### config.mk
export PLATFORM = sky130hd
export DESIGN_NAME = qam_slicer
export DESIGN_NICKNAME = d
export VERILOG_FILES = /design/src/rtl/qam_slicer.sv
export SDC_FILE = /design/constraint.sdc
export NUM_CORES = 1
export LEC_CHECK = 0
export CORE_UTILIZATION = 42
export CTS_BUF_LIST = sky130_fd_sc_hd__clkbuf_16
export DETAILED_ROUTE_END_ITERATION = 7
export GPL_ROUTABILITY_DRIVEN = 0
export PLACE_DENSITY = 0.87
export SLEW_MARGIN = 20
export SYNTH_ARGS = -nofsm -noshare
export SYNTH_HDL_FRONTEND = slang
export SYNTH_SLANG_ARGS = --single-unit
### constraint.sdc
create_clock -name clk -period 4 [get_ports clk]
set_input_delay 0.8 -clock clk [delete_from_list [all_inputs] [get_ports clk]]
set_output_delay 0.8 -clock clk [all_outputs]
set_load 0.02 [all_outputs]
### src/rtl/qam_slicer.sv
`timescale 1ns/1ps
// qam_slicer: two-stage pipelined hard-decision slicer for square QAM with float32 I/Q.
// Each axis snaps to the nearest odd PAM level and emits a Gray label; clipped components are counted.
module qam_slicer #(
  parameter int B     = 3,
  parameter int CNT_W = 16
) (
  input  logic             clk,
  input  logic             rst,
  input  logic             in_valid,
  output logic             in_ready,
  input  logic [31:0]      in_i,
  input  logic [31:0]      in_q,
  output logic             out_valid,
  input  logic             out_ready,
  output logic [31:0]      out_i,
  output logic [31:0]      out_q,
  output logic [2*B-1:0]   out_label,
  output logic [CNT_W-1:0] clip_cnt,
  input  logic             cnt_clr
);
  localparam int         SW      = CNT_W + 1;
  localparam logic [7:0] SAT_EXP = 8'(127 + B);
  localparam logic [2:0] K       = 3'((1 << (B - 1)) - 1);

  typedef struct packed {
    logic       sign;
    logic [2:0] k;
  } comp_t;

  // hi = {sign, exponent, three leading mantissa bits}; lower mantissa bits never move k.
  function automatic comp_t decode(input logic [11:0] hi);
    comp_t      r;
    logic [7:0] e;
    logic [7:0] sh;
    logic [3:0] top;
    e      = hi[10:3];
    top    = {1'b1, hi[2:0]};
    sh     = e - 8'd127;
    r.sign = hi[11];
    r.k    = 3'd0;
    if (e >= SAT_EXP) r.k = K;
    else if (e >= 8'd128) r.k = 3'(top >> (8'd4 - sh));
    return r;
  endfunction

  function automatic logic [31:0] level(input comp_t c);
    logic [3:0]  l;
    logic [31:0] f;
    l = {c.k, 1'b1};
    f = {c.sign, 8'd127, 23'd0};
    if (l[3])      f = {c.sign, 8'd130, l[2:0], 20'd0};
    else if (l[2]) f = {c.sign, 8'd129, l[1:0], 21'd0};
    else if (l[1]) f = {c.sign, 8'd128, l[0], 22'd0};
    return f;
  endfunction

  function automatic logic [B-1:0] gray(input comp_t c);
    logic [B-1:0] n;
    n = c.sign ? (B'(K) - B'(c.k)) : (B'(K) + B'(1) + B'(c.k));
    return n ^ (n >> 1);
  endfunction

  comp_t          dec_i, dec_q, s1_i, s1_q;
  logic           s1_full, s2_full, s1_load, s2_load;
  logic           clip_i, clip_q;
  logic [1:0]     clip_inc;
  logic [SW-1:0]  clip_sum;
  logic           unused_mant;

  assign unused_mant = ^{in_i[19:0], in_q[19:0]};

  assign dec_i    = decode(in_i[31:20]);
  assign dec_q    = decode(in_q[31:20]);
  assign clip_i   = in_i[30:23] >= SAT_EXP;
  assign clip_q   = in_q[30:23] >= SAT_EXP;
  assign clip_inc = {1'b0, clip_i} + {1'b0, clip_q};
  assign clip_sum = {1'b0, clip_cnt} + SW'(clip_inc);

  // valid/ready: a beat moves when valid & ready are both high on a rising edge; a holding
  // stage keeps its data stable until taken, and a stage loads when empty or draining that cycle.
  assign out_valid = s2_full;
  assign s2_load   = s1_full & (!s2_full | out_ready);
  assign in_ready  = !s1_full | !s2_full | out_ready;
  assign s1_load   = in_valid & in_ready;

  always_ff @(posedge clk) begin
    if (rst) begin
      s1_full   <= 1'b0;
      s2_full   <= 1'b0;
      s1_i      <= '0;
      s1_q      <= '0;
      out_i     <= '0;
      out_q     <= '0;
      out_label <= '0;
    end else begin
      if (s1_load) begin
        s1_full <= 1'b1;
        s1_i    <= dec_i;
        s1_q    <= dec_q;
      end else if (s2_load) begin
        s1_full <= 1'b0;
      end
      if (s2_load) begin
        s2_full   <= 1'b1;
        out_i     <= level(s1_i);
        out_q     <= level(s1_q);
        out_label <= {gray(s1_i), gray(s1_q)};
      end else if (out_ready) begin
        s2_full <= 1'b0;
      end
    end
  end

  // Clear wins over the increment of the same cycle; the count sticks at all-ones.
  always_ff @(posedge clk) begin
    if (rst || cnt_clr) begin
      clip_cnt <= '0;
    end else if (s1_load) begin
      clip_cnt <= clip_sum[CNT_W] ? '1 : clip_sum[CNT_W-1:0];
    end
  end
endmodule

==> flow_metrics.env <==
export IMPL_dr_first_iter_drc_count=103
export IMPL_grt_ovfl_total=0
export IMPL_hold_buffers=0
export IMPL_power_density_nw_per_um2=332.9
export IMPL_worstPathRequired_ns=4.16
export IMPL_stdcell_area_sq_um=3530
export IMPL_seqCellArea_sq_um=960.9
export IMPL_avgSynthCellArea_sq_um=8.304
export IMPL_report_final_hold_viol_count=0
export IMPL_setup_tns_ns=0
export IMPL_ant_nets=0
export IMPL_wl_per_cell_um=12.53
export IMPL_layout_common_cells="clkdlybuf4s50_1, dfxtp_1, nand2_1, conb_1, a21oi_1"
export IMPL_syn_cell_area_sq_um=2790
export IMPL_status="complete, no violations"
export IMPL_async_flop_share_pct=0
export IMPL_synth_edf_count=0
export IMPL_period_minus_slack_ns=3.488
export IMPL_cap_violations=0
export IMPL_cts_tree="built"
export IMPL_cp_end_kind="register"
export IMPL_track_usage_pct=17.15
export IMPL_ys_seq_elements=48
export IMPL_clockBufferDepth=2
export IMPL_first_global_vias=2139
export IMPL_clockRootBuffer="clkbuf_16"
export IMPL_initial_core_util_pct=43.69
export IMPL_fillCellCount=591
export IMPL_hpwl_um=4371
export IMPL_cts_made_buffers=5
export IMPL_portBuffers=76
export IMPL_rsz0062_at_grt="no"
export IMPL_post_cts_buffers=0
export IMPL_setup_violations=0
export IMPL_fin_ws_ns=0.5123
export IMPL_drt_first_pass_iters=5
export IMPL_vias_per_cell=5.101
export IMPL_num_vias=2418
export IMPL_tightest_slew_ns=0.8135
export IMPL_clock_latency_ns=0.28
export IMPL_rows=29
export IMPL_syn_to_final_growth_pct=26.50
export IMPL_wirelength_um=5937
export IMPL_synthFlopType="dfxtp_1"
export IMPL_clkTransAtPathRegs_ns=0.06
export IMPL_dpl_cell_area_sq_um=3366
export IMPL_layout_commonest_cell="clkdlybuf4s50_1"
export IMPL_nets=477
export IMPL_ys_warn_count=0
export IMPL_fmax_mhz=286.7
export IMPL_finalCritPeriodShare_pct=87.19
export IMPL_grt_max_degree=34
export IMPL_core_sq_um=6386
export IMPL_cts_max_level=2
export IMPL_multiInputGateArea_sq_um=1464
export IMPL_antenna_found_initial=0
export IMPL_n_antenna_cell=0
export IMPL_cp_arrival_ns=3.65
export IMPL_skew_ns=0.004247
export IMPL_cts_resized=0
export IMPL_drive_gt1_share_pct=4.786
export IMPL_grt_pass1_wl_um=9853
export IMPL_path_max_fanout=3
export IMPL_ir_worst_vdd_v=0.0002191
export IMPL_max_slew_margin_rel_pct=45.77
export IMPL_drv_slew=0
export IMPL_drcViolationCount=0
export IMPL_synth_seq_area_share_pct=34.44
export IMPL_die_area_sq_um=6973
export IMPL_dp_worst_setup_slack_ns=0.2376
export IMPL_cp_start_kind="primary input"
export IMPL_io_pins=157
export IMPL_leakage_uw=0.001324
export IMPL_worstSetupPathType="in -> reg"
export IMPL_die_h_um=83.51
export IMPL_die_x_um=83.51
export IMPL_cts_sinks=48
export IMPL_synth_distinct_cells=48
export IMPL_holdCritPathClass="reg -> reg"
export IMPL_synthCells=336
==> cells in the mapped netlist, types with 3 or more instances <==
cell / n / share of area [%]
ha_1: 11 / 4.9
nand2_1: 43 / 5.8
buf_2: 3 / 0.54
a31oi_1: 10 / 2.2
nand4_1: 6 / 1.3
dfxtp_1: 48 / 34
nand2b_1: 3 / 0.67
nor2_1: 14 / 1.9
nor3_1: 10 / 1.8
mux2i_1: 6 / 2.2
inv_1: 14 / 1.9
buf_4: 50 / 13
a21oi_1: 29 / 5.2
nand3_1: 6 / 1.1
a211oi_1: 6 / 1.6
nor3b_1: 6 / 1.6
or3_1: 7 / 1.6
xnor2_1: 7 / 2.2
o21ai_0: 5 / 0.90
buf_1: 3 / 0.40
clkbuf_1: 7 / 0.94
and3_1: 5 / 1.1
and4_1: 5 / 1.6
==> registers in the layout (all words and copies together) (netlist names) <==
register   flops
out_i          8
out_valid      1
s1_full        1
s1_q           4
s1_i           4
out_label      6
clip_cnt      16
out_q          8
==> cells by family (layout without fill, tap and decap cells) <==
logic type,count (synthesis),in the layout,share of synthesized area [%]
simple gates,121,121,23.36
buf+inv,80,102,18.34
compound gates,60,60,13.41
flops,48,48,34.44
fa+ha+maj,12,12,5.650
xor+xnor,8,8,2.511
mux,6,6,2.153
other cells,1,40,0.1344
==> layer usage <==
metal	wire, um	global-route usage (%)	up-vias
li1	-	-	1196
met1	2554	20.83	1103
met2	2944	30.85	111
met3	360	2.770	8
met4	77	5.547	0
met5	0	0	-
==> layout make-up <==
cell class | instances | area share, %
multi-input combinational | 247 | 41.47
tap | 77 | 2.730
sequential | 48 | 27.22
clock inverter | 3 | 1.099
timing repair buffer | 79 | 22.19
inverter | 15 | 1.737
clock buffer | 5 | 3.545
==> final timing paths <==
kind	from	endpoint	slack, ns	cells past startpoint
worst max-delay path	in_i[25]	clip_cnt[12]	0.51	11
worst min-delay path	out_q[20]	out_q[20]	0.45	2
worst max register to register	clip_cnt[0]	clip_cnt[12]	2.07	6
worst min register to register	out_q[20]	out_q[20]	0.45	2
==> through the flow <==
step	util, %	hold WS, ns	std cells	total power [uW]
after floorplan	-	0.4431	375	682.4
after global placement	52.70	0.4416	466	724.0
after detailed placement	52.70	0.4504	466	729.4
after CTS	55.27	0.4590	474	1183
after global routing	55.27	0.4852	474	1225
final	55.27	0.4538	474	1175
==> worst max-delay path, cell delays in order <==
cell             delay (ns)
clkdlybuf4s50_1        0.44
or3_1                  0.43
o311ai_0               0.35
nand2_1                0.15
inv_1                  0.09
fa_1                   0.20
ha_1                   0.24
nand4_1                0.20
nor4_2                 0.45
and4_1                 0.24
nor3_1                 0.05
==> power breakdown <==
group / leakage, uW / total (uW) / switching [uW] / internal, uW
registers: 0.000392 / 512 / 15.0 / 497
clock network: 0.0000850 / 455 / 163 / 291
logic: 0.000848 / 208 / 122 / 86.5
total: 0.00132 / 1170 / 300 / 875
No activity file was read; power rests on OpenSTA's default activity.
